<file path="config.mk">
export PLATFORM = sky130hd
export DESIGN_NAME = exc_vector_ctrl
export DESIGN_NICKNAME = d
export VERILOG_FILES = /design/src/rtl/exc_vector_ctrl.sv
export SDC_FILE = /design/constraint.sdc
export NUM_CORES = 1
export LEC_CHECK = 0
export CAP_MARGIN = 20
export CORE_AREA = 2 2 87 106
export CTS_BUF_LIST = sky130_fd_sc_hd__clkbuf_16
export DETAILED_ROUTE_END_ITERATION = 10
export DIE_AREA = 0 0 89 108
export GPL_ROUTABILITY_DRIVEN = 1
export PLACE_DENSITY = 0.72
export SYNTH_ARGS = -nofsm -noshare
export SYNTH_HDL_FRONTEND = slang
export SYNTH_SLANG_ARGS = --single-unit
</file>
<file path="constraint.sdc">
create_clock -name clk -period 2.4 [get_ports clk]
set_clock_uncertainty 0.05 [all_clocks]
set_input_delay 0.36 -clock clk [delete_from_list [all_inputs] [get_ports clk]]
set_output_delay 0.36 -clock clk [all_outputs]
set_load 0.05 [all_outputs]
</file>
<file path="src/rtl/exc_vector_ctrl.sv">
// Exception vector sequencer: saves EPC, fetches the vector byte (253/254/255) and reloads PC.
// Latency: exception cycle to pc_we is 2 + MEM_LAT cycles; done follows one cycle later.
// Backpressure: none; exceptions raised outside IDLE are dropped. Optional EXC_CAUSE_EN exposes exc_cause.
module exc_vector_ctrl #(
    parameter int          MEM_LAT    = 1,
    parameter logic [31:0] EPC_OFFSET = 32'd4
) (
    input  logic        clk,
    input  logic        reset,
    input  logic        exc_opcode,
    input  logic        exc_ovf,
    input  logic        exc_div0,
    input  logic [31:0] pc_in,
    input  logic [31:0] mem_data,
    output logic [2:0]  iord_sel,
    output logic        mem_rd,
    output logic        epc_we,
    output logic [31:0] epc,
    output logic        pc_we,
    output logic [31:0] pc_out,
    output logic        exc_active,
`ifdef EXC_CAUSE_EN
    output logic [1:0]  exc_cause,
`endif
    output logic        done
);

    typedef enum logic [2:0] {
        S_IDLE,
        S_ADDR,
        S_WAIT,
        S_LOAD,
        S_DONE
    } state_t;

    localparam logic [2:0] LAT_M1 = 3'(MEM_LAT - 1);

    state_t      state_q;
    state_t      state_d;
    logic [2:0]  cnt_q;
    logic [1:0]  cause_q;
    logic [31:0] epc_q;
    logic [31:0] pc_q;
    logic        any_exc;
    logic        take_exc;
    logic [1:0]  cause_d;

    // Only the vector byte of the memory word is meaningful here.
    logic unused_mem_hi;
    assign unused_mem_hi = ^mem_data[31:8];

    assign any_exc  = exc_opcode | exc_ovf | exc_div0;
    assign take_exc = (state_q == S_IDLE) && any_exc;
    // Cause codes 01/10/11 map directly onto vector bytes 253/254/255.
    assign cause_d  = exc_opcode ? 2'b01 : (exc_ovf ? 2'b10 : 2'b11);

    // State register and memory-latency counter.
    always_ff @(posedge clk or negedge reset) begin
        if (!reset) begin
            state_q <= S_IDLE;
            cnt_q   <= 3'd0;
        end else begin
            state_q <= state_d;
            if (state_q == S_ADDR) begin
                cnt_q <= LAT_M1;
            end else if ((state_q == S_WAIT) && (cnt_q != 3'd0)) begin
                cnt_q <= cnt_q - 3'd1;
            end
        end
    end

    // Captured exception context: cause and EPC on acceptance, new PC at the end of LOAD.
    always_ff @(posedge clk or negedge reset) begin
        if (!reset) begin
            cause_q <= 2'b00;
            epc_q   <= 32'd0;
            pc_q    <= 32'd0;
        end else begin
            if (take_exc) begin
                cause_q <= cause_d;
                epc_q   <= pc_in - EPC_OFFSET;
            end
            if (state_q == S_LOAD) begin
                pc_q <= {24'd0, mem_data[7:0]};
            end
        end
    end

    // Next-state and Moore outputs; pc_out shows the fetched byte in the same cycle as pc_we.
    always_comb begin
        state_d    = state_q;
        iord_sel   = 3'b000;
        mem_rd     = 1'b0;
        pc_we      = 1'b0;
        exc_active = 1'b0;
        done       = 1'b0;
        pc_out     = pc_q;
        epc_we     = take_exc && reset;
        case (state_q)
            S_IDLE: begin
                if (any_exc) begin
                    state_d = S_ADDR;
                end
            end
            S_ADDR: begin
                exc_active = 1'b1;
                iord_sel   = {1'b0, cause_q} + 3'd1;
                mem_rd     = 1'b1;
                state_d    = S_WAIT;
            end
            S_WAIT: begin
                exc_active = 1'b1;
                iord_sel   = {1'b0, cause_q} + 3'd1;
                mem_rd     = 1'b1;
                if (cnt_q == 3'd0) begin
                    state_d = S_LOAD;
                end
            end
            S_LOAD: begin
                exc_active = 1'b1;
                pc_we      = 1'b1;
                pc_out     = {24'd0, mem_data[7:0]};
                state_d    = S_DONE;
            end
            S_DONE: begin
                done    = 1'b1;
                state_d = S_IDLE;
            end
            default: begin
                state_d = S_IDLE;
            end
        endcase
    end

    assign epc = epc_q;
`ifdef EXC_CAUSE_EN
    assign exc_cause = cause_q;
`endif

endmodule

</file>
# [After elaboration in Yosys (flattened, before gate mapping)]
# Cells that the tools add are included.
# Widths: inputs -> output; s select.
[word_totals] input_bits=69 output_inout_bits=72 regBits=72 word_cells=39
[op_classes] muxes=13 eq_ne=6 bitwise=2 reduce_logical=10 n_addsub=3
[ops] op="$mux 32" count=1
[ops] op="$sub 32x3->32 const B" count=1
[ops] op="$mux 3" count=5
[ops] op="$pmux 3 s4" count=1
[ops] op="$eq 3x2->1 const B" count=2
[ops] op="$logic_not 3->1" count=2
[ops] op="$mux 1" count=5
[ops] op="$add 2x1->3 const B" count=1
[ops] op="$eq 3x1->1 const B" count=1
[ops] op="$eq 3x3->1 const B" count=1
[ops] op="$logic_and 1x1->1" count=3
[ops] op="$reduce_bool 3->1" count=1
[ops] op="$reduce_or 3->1" count=1
[ops] op="$sub 3x1->3 const B" count=1
[ops] op="$mux 2" count=1
[ops] op="$ne 2x1->1 const B" count=1
[ops] op="$ne 2x2->1 const B" count=1
[ops] op="$or 1x1->1" count=2
[ops] op="$reduce_and 2->1" count=1
[ops] op="$reduce_bool 2->1" count=1
[ops] op="$reduce_or 2->1" count=1

# [Longest topological paths before layout]
# Gate-level depths: netlist of run 1.
[depth] word_depth=4 depth_mapped=6 depth_no_buf=6

# [Worst setup path after synthesis of run 1]
# OpenSTA, ideal clock, no wires.
[synth_timing] path_type="flip-flop to output port" from="register state_q[2]" to="output port iord_sel[1]" stages_incl_launch_ff=4 path_buffers=1 required_ns=1.990 path_slack_ns=0.180 t_arrival_ns=1.810 cell_sequence="dfrtp_1 -> clkbuf_1 -> nor2_1 -> and2_1"
[synth_via] elab_chain_len=3 elab_cells_between_ends=4 cone_classes="eq/ne: 2; mux: 1; reduce/logical: 1"
[synth_rtl] element="start, declared" line="38" text="state_t state_q;"
[synth_rtl] element="start signal, assigned" line="63" text="state_q <= state_d;"
[synth_rtl] element="$eq 3x1->1 / $eq 3x2->1 (equally long branches)" line="99" text="case (state_q)"
[synth_rtl] element="$reduce_or 2->1 (no source line) *"
[synth_rtl] element="$mux 3 *"
[synth_rtl] element="end, declared" line="15" text="output logic [2:0] iord_sel,"
# Mark *: on every way between the ends. The rest lies on a longest branch, timed or not.

# [Final worst setup path of run 1]
[layout_timing] from="register state_q[2]" to="output port epc_we"
[layout_via] elab_chain_len=3
[layout_rtl] element="$logic_not 3->1" line="53" text="assign take_exc = (state_q == S_IDLE) && any_exc;"
[layout_rtl] element="$logic_and 1x1->1" line="53"
[layout_rtl] element="$logic_and 1x1->1" line="98" text="epc_we = take_exc && reset;"
[layout_rtl] element="end, declared" line="17" text="output logic epc_we,"
# No other way between the ends.

==> impl_metrics.tcl, run 1 <==
set metrics [dict create \
    nNetsFinal 559 \
    postRouteAntennaNets 0 \
    yosys_most_used_dff "dfrtp_1" \
    r2r-start "state_q[2]$_DFFE_PN0P_" \
    portBuffers 116 \
    grt_use_met3_pct 4.73 \
    grt.total_usage_pct 18.7 \
    synth_top_area_cell "dfrtp_1" \
    ys_ff_latch 72 \
    hold_path_startpoint "pc_q[22]$_DFF_PN0_" \
    dp.cells 591 \
    worstPathRequired_ns 1.99 \
    power.internal_uw 3890 \
    leakage_uw 0.00235 \
    seq_area_frac_synth_pct 53.3 \
    power_density_nw_per_um2 1350 \
    cp-end-kind "primary output" \
    synth_top_area_share_pct 53.3 \
    ios 141 \
    core_area_um2 8520 \
    numCtsBuffers 9 \
    path_class "reg -> out" \
    grt_use_met1_pct 22.0 \
    grt_pass1_vias 3077 \
    ff2ff_setup_slack_ns 0.45 \
    first_iter_violations 84 \
    clock.fmax_mhz 438 \
    drt_pass1_iterations 4 \
    clkPwrFrac_pct 19.6 \
    wl_per_cell_um 14.6 \
    maxCapViolations 0 \
    synth_cell_types 45 \
    crit_path_start_kind "register" \
    final_max_slew_viol_count 0 \
    p_switching_uw 3210 \
    cp-startpoint "state_q[2]$_DFFE_PN0P_" \
    synthCells 337 \
    routed_wl_um 8850 \
    cts.clk_slew.worst_paths_ns 0.05 \
    hp-class "reg -> reg" \
    die_x_um 89 \
    antenna_cells 0 \
    crit_path_max_fanout 13 \
    viasPerCell 5.07 \
    ys_top_cells_by_count "dfrtp_1, nand2_1, and2_1" \
    synth.avg_cell_area_um2 10.0 \
    start_util_pct 39.7 \
    gr-max-usage-layer "met2" \
    grt_pass1_wl_um 14100 \
    die_area_um2 9610 \
    cts-root-buf "clkbuf_16" \
    grt_max_degree 52 \
    syn_nets 410 \
    tightest_slew_ns 0.630 \
    rsz0062_at_grt "false" \
    num_rows 37 \
    gr-usage-met2_pct 32.4 \
    nFillCells 734 \
    hold_violations 0 \
    rr_worst_depth 4 \
    setup_viol 0 \
    tritoncts "done" \
    holdPathStages 1 \
    critPathArrivalTime_ns 1.87 \
    fin_cells 607 \
    period_share_pct 95.2 \
    combPwrFrac_pct 54.6 \
    num_vias 3076 \
    synth_edf_count 0 \
    synth_async_sr_flop_share_pct 100 \
    hpwlAfterDp_um 6710 \
    ys.warnings.count 0 \
    max-vdd-ir-drop_mv 0.653 \
    clock_latency_ns 0.32 \
    seqPwrFrac_pct 25.8 \
    slew_headroom_pct 58.0 \
    area_growth_pct 55.4 \
    status "completed" \
    die_y_um 108 \
    r2r-end "epc[31]$_DFFE_PN0P_" \
    min_to "pc_q[22]$_DFF_PN0_" \
    drive_gt1_share_pct 21.4 \
    htree_levels 3 \
    synth_area_leaders "dfrtp_1, nand2_1, and2_1, nor2_1, a31oi_1" \
    synth_most_common_cell "dfrtp_1" \
    gp_congestion 0.765 \
    grt-ovfl-total 0 \
    switching_share_pct 45.3 \
    timing.setup.tns_ns 0 \
    netlist_area_um2 3380 \
    clock_sinks 72 \
    antenna_found_initial 0 \
    fin_crit_ns 2.28 \
    drc 0 \
    clk_path_buf_depth 2 \
]
[cells by family after synthesis]
family | synth area share, %
simple gates | 28.5
flops | 53.3
compound gates | 10.7
buf+inv | 2.56
xor+xnor | 3.37
fa+ha+maj | 1.48
[worst max-delay path: stages (launching register included)]
cell     delay [ns]
dfrtp_1        0.50
or3_1          0.51
nor2_2         0.19
and2_1         0.15
buf_4          0.19
[metal layers]
metal | vias up | routed length (um) | part of all wire, %
li1 | 1489 | - | -
met1 | 1456 | 3700 | 42
met2 | 114 | 4310 | 49
met3 | 17 | 641 | 7.2
met4 | 0 | 193 | 2.2
met5 | - | 0 | 0
[flip-flops by register name (all words and copies together), names as in the netlist]
| name | flops |
|---|---|
| cause_q | 2 |
| cnt_q | 3 |
| epc | 32 |
| pc_q | 32 |
| state_q | 3 |
[power by group through the flow]
| stage | clock network [uW] | registers (uW) | logic (uW) |
|---|---|---|---|
| floorplan | 0 | 2700 | 1470 |
| global placement | 0 | 1840 | 3860 |
| detailed placement | 0 | 1850 | 3900 |
| CTS | 1410 | 1840 | 3920 |
| global route | 1460 | 1880 | 4120 |
| finish | 1390 | 1830 | 3880 |
[area by class of cell]
cell class	instances	area [um^2]	share of cell area [%]
Inverter	9	35.0	0.667
Tap cell	117	146	2.79
Timing Repair Buffer	152	1460	27.8
Clock buffer	9	225	4.29
Clock inverter	6	85.1	1.62
Multi-Input combinational cell	242	1500	28.5
Sequential cell	72	1800	34.4
[worst max path at each step]
stage | end | slack, ns | cells after the start
3_5_place_dp | epc[30]$_DFFE_PN0P_ | 0.02 | 8
5_1_grt | epc_we | 0.02 | 4
3_3_place_gp | epc[30]$_DFFE_PN0P_ | 0.08 | 8
6_report | epc_we | 0.12 | 4
2_1_floorplan | iord_sel[1] | 0.18 | 3
4_1_cts | pc_out[14] | 0.04 | 4
[timing repair]
action	CTS	global route
resized for setup	2	1
buffers inserted	0	0
gates cloned	0	0
endpoints found under the hold margin	21	0
setup endpoints to repair	13	13
hold buffers	1	0
[per-stage QoR]
stage / total power, uW / util (%) / hold WS, ns / setup WS (ns) / instance area (um^2)
2_1_floorplan: 4170 / - / 0.0144 / 0.180 / 3380
3_3_place_gp: 5700 / 57.8 / 0.228 / 0.0824 / 4920
4_1_cts: 7160 / 61.6 / 0.430 / 0.0411 / 5250
3_5_place_dp: 5750 / 57.8 / 0.237 / 0.0200 / 4920
6_report: 7100 / 61.6 / 0.425 / 0.116 / 5250
5_1_grt: 7450 / 61.6 / 0.448 / 0.0248 / 5250
[cells in the final DEF (no fill, tap or decap), drive strengths merged, types with 2 or more instances in the layout]
master         Yosys  layout
a21oi              3       3
a31oi             14      14
and2              29      29
and4               3       3
buf                0      75
bufinv             0       2
clkbuf            14       9
clkdlybuf4s50      0      76
clkinv             1       4
dfrtp             72      72
ha                 4       4
inv                8       8
nand2             53      53
nand3              6       6
nand4              6       6
nand4b             2       2
nor2              28      28
nor3               8       8
nor3b              2       2
nor4              10      10
o21ai             21      21
o2bb2ai            2       2
o31a               2       2
o31ai              8       8
o41ai              2       2
or2                2       2
or3                7       7
or4                9       9
xnor2              4       4
xor2               9       9
No activity file was read; power rests on OpenSTA's default activity.
==> inputs of run 2 (changes only) <==
--- a/config.mk
+++ b/config.mk
@@ -6,12 +6,14 @@
 export NUM_CORES = 1
 export LEC_CHECK = 0
 export CAP_MARGIN = 20
-export CORE_AREA = 2 2 87 106
+export CELL_PAD_IN_SITES_DETAIL_PLACEMENT = 2
+export CELL_PAD_IN_SITES_GLOBAL_PLACEMENT = 2
+export CORE_AREA = 2 2 110 133
 export CTS_BUF_LIST = sky130_fd_sc_hd__clkbuf_16
 export DETAILED_ROUTE_END_ITERATION = 10
-export DIE_AREA = 0 0 89 108
+export DIE_AREA = 0 0 112 135
 export GPL_ROUTABILITY_DRIVEN = 1
-export PLACE_DENSITY = 0.72
+export PLACE_DENSITY = 0.76
 export SYNTH_ARGS = -nofsm -noshare
 export SYNTH_HDL_FRONTEND = slang
 export SYNTH_SLANG_ARGS = --single-unit
==> impl_metrics.tcl, run 2 (synthesis results as in run 1) <==
set metrics [dict create \
    routed_wl_um 12000 \
    drc 0 \
    place_ws_ns -0.178 \
    cts-root-buf "clkbuf_16" \
    slowest_stage "or3_1" \
    rr_worst_depth 5 \
    viasPerCell 4.78 \
    slew_headroom_pct 62.6 \
    drive_gt1_share_pct 22.8 \
    worstPathRequired_ns 1.99 \
    layout_setup_ws_ns 0.111 \
    clkPwrFrac_pct 22.2 \
    grt_max_degree 32 \
    grt_pass1_wl_um 19900 \
    portBuffers 116 \
    postRouteAntennaNets 0 \
    power.internal_uw 3810 \
    num_rows 47 \
    first_iter_violations 93 \
    nFillCells 1482 \
    fin_cells 670 \
    final_max_slew_viol_count 0 \
    numCtsBuffers 9 \
    p_switching_uw 3390 \
    cp-end-kind "primary output" \
    final_cell_mix "buf_4, clkdlybuf4s50_1, dfrtp_1" \
    clock_sinks 72 \
    fin_crit_ns 2.29 \
    start_util_pct 24.5 \
    seq_area_um2 1800 \
    wl_per_cell_um 18.0 \
    status "completed" \
    ff2ff_setup_slack_ns 0.42 \
    die_x_um 112 \
    tritoncts "done" \
    grt-ovfl-total 0 \
    clock_latency_ns 0.34 \
    path_buf_inv 1 \
    grt.total_usage_pct 16.7 \
    power_density_nw_per_um2 1350 \
    hp-class "in -> async" \
    crit_path_max_fanout 13 \
    dp.cells 650 \
    core_area_um2 13800 \
    critPathArrivalTime_ns 1.88 \
    stdcell_area_um2 5310 \
    grt_pass1_vias 3676 \
    nNetsFinal 567 \
    crit_family "simple AND/OR/NAND/NOR gates" \
    timing.setup.tns_ns 0 \
    maxCapViolations 0 \
    ios 141 \
    hpwlAfterDp_um 8960 \
    leakage_uw 0.00237 \
    path_class "reg -> out" \
    htree_levels 3 \
    r2r-start "state_q[2]$_DFFE_PN0P_" \
    placedInstanceArea_um2 4930 \
    cts.clk_slew.worst_paths_ns 0.06 \
    mostFrequentLayoutCell "buf_4" \
    setup_viol 0 \
    die_y_um 135 \
    max-vdd-ir-drop_mv 0.526 \
    die_area_um2 15100 \
    seqPwrFrac_pct 25.7 \
    multiInputGateArea_um2 1500 \
    period_share_pct 95.4 \
    drt_pass1_iterations 4 \
    clk_path_buf_depth 2 \
    tightest_slew_ns 0.559 \
    hold_violations 0 \
    path_cells "or3_1, nor2_2, and2_1, buf_4" \
    num_vias 3205 \
    area_growth_pct 57.3 \
    combPwrFrac_pct 52.1 \
    clock.fmax_mhz 437 \
    switching_share_pct 47.0 \
    gp_congestion 0.812 \
    antenna_found_initial 0 \
    max_stage_delay_ns 0.50 \
    rsz0062_at_grt "false" \
    crit_path_start_kind "register" \
    antenna_cells 0 \
    r2r-end "epc[8]$_DFFE_PN0P_" \
]
[run 2: cell types whose count changed in the layout (fill, tap and decap cells not counted), sizes merged]
| cell | change |
|---|---|
| buf | +7 |
| bufinv | +1 |
| clkinv | -3 |
| dlygate4sd2 | +1 |
| inv | +3 |
[run 2: worst register-to-register path: cells and delay by family (launching register included)]
kind,cells,cell delay [ns]
AND/OR/NAND/NOR,3,1.01
flip-flops,1,0.49
buffers and inverters,1,0.23
AO/OA/AOI/OAI,1,0.09
[run 2: worst max-delay path by stage]
| stage | to | from | depth (start not counted) | slack (ns) |
|---|---|---|---|---|
| 2_1_floorplan | iord_sel[1] | state_q[2]$_DFFE_PN0P_ | 3 | 0.18 |
| 3_3_place_gp | epc[30]$_DFFE_PN0P_ | pc_in[2] | 8 | -0.07 |
| 3_5_place_dp | epc[30]$_DFFE_PN0P_ | pc_in[3] | 8 | -0.18 |
| 4_1_cts | epc_we | state_q[2]$_DFFE_PN0P_ | 4 | 0.04 |
| 5_1_grt | epc_we | state_q[2]$_DFFE_PN0P_ | 4 | 0.006 |
| 6_report | epc_we | state_q[2]$_DFFE_PN0P_ | 4 | 0.11 |
[run 2: layout make-up]
cell class,instances,area share [%]
clock buffers,9,4.24
inverters,9,0.659
clock inverters,7,2.24
well taps,171,4.03
repair buffers,160,26.7
flip-flops and latches,72,34.0
multi-input cells,242,28.1
[run 2: metrics by stage]
stage / hold WS, ns / utilization (%) / total power, uW
4_1_cts: 0.390 / 38.4 / 7270
5_1_grt: 0.423 / 38.6 / 7620
2_1_floorplan: 0.0144 / - / 4170
6_report: 0.404 / 38.6 / 7200
3_5_place_dp: 0.205 / 35.8 / 5600
3_3_place_gp: 0.198 / 35.8 / 5480
[run 2: power groups by stage]
| stage | registers (uW) | clock network (uW) | logic, uW |
|---|---|---|---|
| 2_1_floorplan | 2700 | 0 | 1470 |
| 3_3_place_gp | 1850 | 0 | 3630 |
| 3_5_place_dp | 1880 | 0 | 3730 |
| 4_1_cts | 1870 | 1640 | 3770 |
| 5_1_grt | 1910 | 1700 | 4010 |
| 6_report | 1850 | 1600 | 3750 |
[run 2: repair_timing]
| action | in CTS | in global routing |
|---|---|---|
| gates resized for setup | 4 | 1 |
| hold buffers | 1 | 0 |
| buffers inserted | 0 | 3 |
| hold endpoints to repair | 17 | 0 |
| endpoints found under the setup margin | 18 | 16 |
| pin swaps | 0 | 0 |
[run 2: routing by layer]
| layer | vias to the layer above | GRT usage [%] | share of wire (%) |
|---|---|---|---|
| met5 | - | 0 | 0 |
| met4 | 0 | 6.37 | 2.1 |
| met3 | 18 | 3.77 | 4.7 |
| met2 | 91 | 30.8 | 54 |
| met1 | 1603 | 18.8 | 39 |
| li1 | 1493 | - | - |
